`config.mk`:
```
export PLATFORM = sky130hd
export DESIGN_NAME = regfile_wb_arbiter_flat
export DESIGN_NICKNAME = d
export VERILOG_FILES = /design/src/rtl/regfile_wb_arbiter_if.sv /design/src/rtl/regfile_wb_arbiter.sv /design/src/flat_wrapper.sv
export SDC_FILE = /design/constraint.sdc
export NUM_CORES = 1
export LEC_CHECK = 0
export BUFFER_PORTS_ARGS = -buffer_cell sky130_fd_sc_hd__buf_2
export CORE_ASPECT_RATIO = 0.75
export CORE_MARGIN = 2
export CORE_UTILIZATION = 51
export CTS_BUF_LIST = sky130_fd_sc_hd__clkbuf_4 sky130_fd_sc_hd__clkbuf_8
export CTS_CLUSTER_SIZE = 20
export DETAILED_ROUTE_END_ITERATION = 10
export PLACE_DENSITY_LB_ADDON = 0.05
export RECOVER_POWER = 25
export REMOVE_ABC_BUFFERS = 1
export SYNTH_ARGS = -nofsm -noshare
export SYNTH_HDL_FRONTEND = slang
export SYNTH_SLANG_ARGS = --single-unit
```
`constraint.sdc`:
```
create_clock -name clk -period 3.8 [get_ports clk]
set_input_delay 0.76 -clock clk [delete_from_list [all_inputs] [get_ports clk]]
set_output_delay 0.76 -clock clk [all_outputs]
set_load 0.03 [all_outputs]
```
`src/rtl/regfile_wb_arbiter_if.sv`:
```
// Writeback request bus shared by the execution units: one valid/ready lane
// per requester, with destination and data packed requester-major.
interface regfile_wb_arbiter_if #(
  parameter int NUM_REQ = 3,
  parameter int XLEN    = 32,
  parameter int RA_W    = 5
);
  logic [NUM_REQ-1:0]      req_valid;
  logic [NUM_REQ-1:0]      req_ready;
  logic [NUM_REQ*RA_W-1:0] req_rd;
  logic [NUM_REQ*XLEN-1:0] req_data;

  modport master (output req_valid, output req_rd, output req_data, input req_ready);
  modport slave  (input req_valid, input req_rd, input req_data, output req_ready);
endinterface

```
`src/rtl/regfile_wb_arbiter.sv`:
```
// Round-robin arbiter for the register file write port, with a registered
// output stage and a pending-write scoreboard for RAW hazard detection.
module regfile_wb_arbiter #(
  parameter int NUM_REQ = 3,
  parameter int XLEN    = 32,
  parameter int RA_W    = 5
) (
  input  logic                clk,
  input  logic                reset,
  regfile_wb_arbiter_if.slave wb,
  input  logic                issue_valid,
  input  logic [RA_W-1:0]     issue_rd,
  input  logic [RA_W-1:0]     hz_rs1,
  input  logic [RA_W-1:0]     hz_rs2,
  output logic                hz_busy1,
  output logic                hz_busy2,
  output logic                rf_reg_write,
  output logic [RA_W-1:0]     rf_write_reg,
  output logic [XLEN-1:0]     rf_write_data,
  output logic [1:0]          grant_id,
  output logic [15:0]         stall_cycles
);
  localparam int NREGS = 1 << RA_W;

  logic [1:0]         ptr_q, ptr_d;
  logic [NREGS-1:0]   busy_q, busy_d;
  logic               rf_reg_write_q, rf_reg_write_d;
  logic [RA_W-1:0]    rf_write_reg_q, rf_write_reg_d;
  logic [XLEN-1:0]    rf_write_data_q, rf_write_data_d;
  logic [1:0]         grant_id_q, grant_id_d;
  logic [15:0]        stall_q, stall_d;

  logic               hit_s;
  logic [1:0]         gnt_s;
  logic [2:0]         sum_s;
  logic [NUM_REQ-1:0] ready_s;
  logic [RA_W-1:0]    sel_rd_s;
  logic [XLEN-1:0]    sel_data_s;
  logic               unserved_s;

  // Winner search: first valid requester at or after the pointer, wrapping
  always_comb begin
    hit_s = 1'b0;
    gnt_s = 2'd0;
    sum_s = 3'd0;
    for (int k = 0; k < NUM_REQ; k++) begin
      sum_s = {1'b0, ptr_q} + 3'(k);
      if (sum_s >= 3'(NUM_REQ)) begin
        sum_s = sum_s - 3'(NUM_REQ);
      end else begin
        sum_s = sum_s;
      end
      if (!hit_s && wb.req_valid[sum_s[1:0]]) begin
        hit_s = 1'b1;
        gnt_s = sum_s[1:0];
      end else begin
        hit_s = hit_s;
      end
    end
  end

  // Grant decode is suppressed while reset is held so nothing is accepted then
  always_comb begin
    if (reset && hit_s) begin
      ready_s = {{(NUM_REQ-1){1'b0}}, 1'b1} << gnt_s;
    end else begin
      ready_s = {NUM_REQ{1'b0}};
    end
    sel_rd_s   = wb.req_rd[gnt_s*RA_W +: RA_W];
    sel_data_s = wb.req_data[gnt_s*XLEN +: XLEN];
    unserved_s = |(wb.req_valid & ~ready_s);
  end

  // Next-state for output stage, pointer and stall counter
  always_comb begin
    rf_write_reg_d  = rf_write_reg_q;
    rf_write_data_d = rf_write_data_q;
    grant_id_d      = grant_id_q;
    ptr_d           = ptr_q;
    rf_reg_write_d  = 1'b0;
    if (|ready_s) begin
      rf_write_reg_d  = sel_rd_s;
      rf_write_data_d = sel_data_s;
      grant_id_d      = gnt_s;
      rf_reg_write_d  = (sel_rd_s != {RA_W{1'b0}});
      if (gnt_s == 2'(NUM_REQ - 1)) begin
        ptr_d = 2'd0;
      end else begin
        ptr_d = gnt_s + 2'd1;
      end
    end else begin
      rf_reg_write_d = 1'b0;
    end
    if (unserved_s && (stall_q != 16'hFFFF)) begin
      stall_d = stall_q + 16'd1;
    end else begin
      stall_d = stall_q;
    end
  end

  // Scoreboard: clear on commit first, so a same-edge issue to that register wins
  always_comb begin
    busy_d = busy_q;
    if (rf_reg_write_q) begin
      busy_d[rf_write_reg_q] = 1'b0;
    end else begin
      busy_d = busy_q;
    end
    if (issue_valid && (issue_rd != {RA_W{1'b0}})) begin
      busy_d[issue_rd] = 1'b1;
    end else begin
      busy_d = busy_d;
    end
    busy_d[0] = 1'b0;
  end

  // State registers with synchronous active-low reset
  always_ff @(posedge clk) begin
    if (!reset) begin
      ptr_q           <= 2'd0;
      busy_q          <= {NREGS{1'b0}};
      rf_reg_write_q  <= 1'b0;
      rf_write_reg_q  <= {RA_W{1'b0}};
      rf_write_data_q <= {XLEN{1'b0}};
      grant_id_q      <= 2'd0;
      stall_q         <= 16'd0;
    end else begin
      ptr_q           <= ptr_d;
      busy_q          <= busy_d;
      rf_reg_write_q  <= rf_reg_write_d;
      rf_write_reg_q  <= rf_write_reg_d;
      rf_write_data_q <= rf_write_data_d;
      grant_id_q      <= grant_id_d;
      stall_q         <= stall_d;
    end
  end

  assign wb.req_ready    = ready_s;
  assign hz_busy1        = busy_q[hz_rs1];
  assign hz_busy2        = busy_q[hz_rs2];
  assign rf_reg_write    = rf_reg_write_q;
  assign rf_write_reg    = rf_write_reg_q;
  assign rf_write_data   = rf_write_data_q;
  assign grant_id        = grant_id_q;
  assign stall_cycles    = stall_q;
endmodule

```
`src/flat_wrapper.sv`:
```
// flat-port wrapper written by rule: the top's interface ports become plain ports
module regfile_wb_arbiter_flat 
#(
  parameter int NUM_REQ = 3,
  parameter int XLEN    = 32,
  parameter int RA_W    = 5
)
  (clk, reset, issue_valid, issue_rd, hz_rs1, hz_rs2, hz_busy1, hz_busy2, rf_reg_write, rf_write_reg, rf_write_data, grant_id, stall_cycles, wb_req_valid, wb_req_rd, wb_req_data, wb_req_ready);
  regfile_wb_arbiter_if #(.NUM_REQ(NUM_REQ), .XLEN(XLEN), .RA_W(RA_W)) wb_i ();
  input  logic clk;
  input  logic reset;
  input  logic issue_valid;
  input  logic [RA_W-1:0] issue_rd;
  input  logic [RA_W-1:0] hz_rs1;
  input  logic [RA_W-1:0] hz_rs2;
  output logic hz_busy1;
  output logic hz_busy2;
  output logic rf_reg_write;
  output logic [RA_W-1:0] rf_write_reg;
  output logic [XLEN-1:0] rf_write_data;
  output logic [1:0] grant_id;
  output logic [15:0] stall_cycles;
  input wire logic [$bits(wb_i.req_valid)-1:0] wb_req_valid;
  input wire logic [$bits(wb_i.req_rd)-1:0] wb_req_rd;
  input wire logic [$bits(wb_i.req_data)-1:0] wb_req_data;
  output wire logic [$bits(wb_i.req_ready)-1:0] wb_req_ready;
  assign wb_i.req_valid = wb_req_valid;
  assign wb_i.req_rd = wb_req_rd;
  assign wb_i.req_data = wb_req_data;
  assign wb_req_ready = wb_i.req_ready;
  regfile_wb_arbiter #(.NUM_REQ(NUM_REQ), .XLEN(XLEN), .RA_W(RA_W)) u_core (.clk(clk), .reset(reset), .wb(wb_i), .issue_valid(issue_valid), .issue_rd(issue_rd), .hz_rs1(hz_rs1), .hz_rs2(hz_rs2), .hz_busy1(hz_busy1), .hz_busy2(hz_busy2), .rf_reg_write(rf_reg_write), .rf_write_reg(rf_write_reg), .rf_write_data(rf_write_data), .grant_id(grant_id), .stall_cycles(stall_cycles));
endmodule
```
==> results.md <==
- Critical path cell sequence: inv_1 > ha_1 > nor2b_1 > a211oi_1 > o21ai_0 > nand2_1 > nand3_1 > nor2_1 > buf_2
- Layout area overhead: 24.0%
- Max FFs per register: 32
- Dpl hpwl: about 11000 um
- Count of input and output buffers: ~190
- Post-Syn Area: a little over 5000 um^2
- Placed cell count: approximately 860
- Commonest non-fill, non-tap cell in the layout: buf_2
- H-tree depth: 3
- Remaining Overflow, GRT: 0
- Global-route usage over all layers: between 20 and 30%
- Antenna Nets Post-Route: 0
- Worst setup EP type: output pin
- RSZ-0062 raised after global routing: false
- Hold_buf cts: 0
- #FFs+latches synth: a little under 90
- Static leakage: roughly 2.7 nW
- Yosys warns: 0
- Most frequent cells in the layout: buf_2, dfxtp_1, nand2_1
- DRT iter0 DRCs: ~470
- Vias per inst: around 6
- Pins over their slew limit: 0
- Final hold viol count: 0
- Predominant post-synthesis flop cell: dfxtp_1
- Final core occ: 65.2%
- Smallest setup slack after layout: 428 ps
- Wirelength, routed: 14900 um
- DRT Pass-1 Iters: 5
- Dpl ws: 546 ps
- Max Cap Viol: 0
- Starting density of the core: between 50% and 60%
- Peak supply drop: around 0.00043 V
- Die X: 119 um
- Largest net degree at the start of global routing: slightly below 80
- Final non-filler cell total: 874
- Bufs and invs on worst path: 2
- CP peak stage delay: 400 ps
- Nets: between 800 and 900
- Finish-stage setup viols: 0
- Sequential cell area fraction in the yosys report: about a third
- Worst Path Max Fanout: 8
- Via count: between 5000 and 6000
- Minimum clock period: 3370 ps
- Crit path DAT: ~2600 ps
- CTS tree: built
- Slew HR: between 20% and 30%
- CTS clk-pin slew, worst paths: 90 ps
- Share of flip-flops with an asynchronous set or reset: 0%
- # diodes: 0
- Highest clock rate: 297 MHz
- Fill count: 842
- Postcts setup bufs: 0
- Post-CTS sizing: 0
- GPL Wtd Cong: between 0.8 and 0.9
- Hold crit path type: register to register
- Setup CP Type: register to output pin
- Insertion delay to the later sink of the worst-skew pair: about 370 ps
- DRC viols: 0
- Status: finished clean
- Post-synthesis cell count: 569
- Vias in the first global route: between 4000 and 5000
- Total negative slack: 0 ps
- Final period util: roughly nine tenths
- Slew @ Worst Pin: around 1100 ps
- # clock sinks: 89
- Drt wl/cell: around 17 um
- Top delay family on crit path: simple AND/OR/NAND/NOR gates
- Core ar.: around 9700 um^2
- Clock tree buffer depth: 2
- # rows: 31
- Clock root cell: clkbuf_8
- Synth cell types: 54
- Syn Area/Cell: a little under 9 um^2
- TritonCTS Buffers: 9
- Vert. Die Dim: about 90 um
- WP data required: roughly 3000 ps
- Die area: 10800 um^2
- IO Pins: slightly below 200
- First-pass GRT wire length: 24000 um
- Antenna violations before repair: 0
- Number of flops mapped to enable cells by yosys: 0
- Startpoint Class: register
- Share of cells above drive strength 1: between 30% and 40%
- Skew final: about 12 ps
- Slowest stage cell, crit path: ha_1
- Power Dens Cells: 701 nW/um^2
cell usage after synthesis (5+ instances only):
library cell  instances  area (um^2)
o31ai_1               5         37.5
inv_1                 8         30.0
buf_2                 7         35.0
nand2b_1             11         68.8
a211oi_1             35          263
dfxtp_1              89         1780
mux2i_1              47          470
nor2_1               44          165
or3_1                 6         37.5
o21ai_1               7         35.0
nand3b_1              6         45.0
a31o_1               32          280
mux4_2               18          405
o21ai_0              35          175
a21oi_1              39          195
clkbuf_1             30          113
ha_1                  5         62.6
nand2_1              64          240
mux2_2                6         67.6
nand3_1              11         55.1
per-stage QoR:
| stage | power (W) | area (um^2) | hold slack (ps) |
|---|---|---|---|
| after floorplan | 0.00307 | 4890 | 460 |
| after global placement | 0.00372 | 6110 | 452 |
| after detailed placement | 0.00375 | 6110 | 457 |
| after CTS | 0.00445 | 6310 | 479 |
| after global routing | 0.00470 | 6300 | 499 |
| final | 0.00442 | 6300 | 479 |
kinds of logic after synthesis:
group                      count (synthesis)  synth area share, %
buffers and inverters                     52                 4.39
AOI/OAI and AO/OA                        171                 22.7
and+or+nand+nor                          178                 17.3
DFF                                       89                 35.1
adders and majority gates                  5                 1.23
muxes                                     74                 19.2
cell type report:
| class | instances | area [um^2] | area share [%] |
|---|---|---|---|
| inverter | 8 | 30.0 | 0.477 |
| clock inverter | 7 | 83.8 | 1.33 |
| timing repair buffer | 201 | 1020 | 16.2 |
| tap | 132 | 165 | 2.62 |
| clock buffer | 9 | 124 | 1.97 |
| sequential | 89 | 1780 | 28.3 |
| multi-input combinational | 428 | 3090 | 49.1 |
power breakdown:
| group | switching, W | leakage [nW] | internal [W] |
|---|---|---|---|
| combinational | 0.00150 | 1.86 | 0.000898 |
| sequential | 0.000171 | 0.730 | 0.00116 |
| clock | 0.000377 | 0.108 | 0.000318 |
| total | 0.00204 | 2.70 | 0.00237 |
worst register-to-register path, stage by stage (launching register included):
cell,delay [ps]
dfxtp_1,390
inv_1,80
ha_1,400
and3b_1,230
nor3_2,270
a22o_1,270
nor4_2,80
buf_4,160
a31oi_4,130
buf_4,620
mux2_1,380
worst paths after layout:
path | cells after the start | start | to | slack [ps]
worst min register to register | 1 | u_core.rf_write_data[31] | u_core.rf_write_data[31] | 480
worst max-delay path | 9 | u_core.ptr_q[0] | wb_req_ready[0] | 430
worst max register to register | 10 | u_core.ptr_q[0] | u_core.rf_write_reg[1] | 680
worst min-delay path | 1 | u_core.rf_write_data[31] | u_core.rf_write_data[31] | 480
per-layer routing:
layer | routed length [um] | share of wire [%] | track usage (%)
met5 | 0 | 0 | 0
met4 | 291 | 2.0 | 8.33
met3 | 1190 | 8.0 | 7.45
met2 | 6950 | 47 | 44.6
met1 | 6460 | 43 | 36.2
Power figures use the tool's default switching activity.
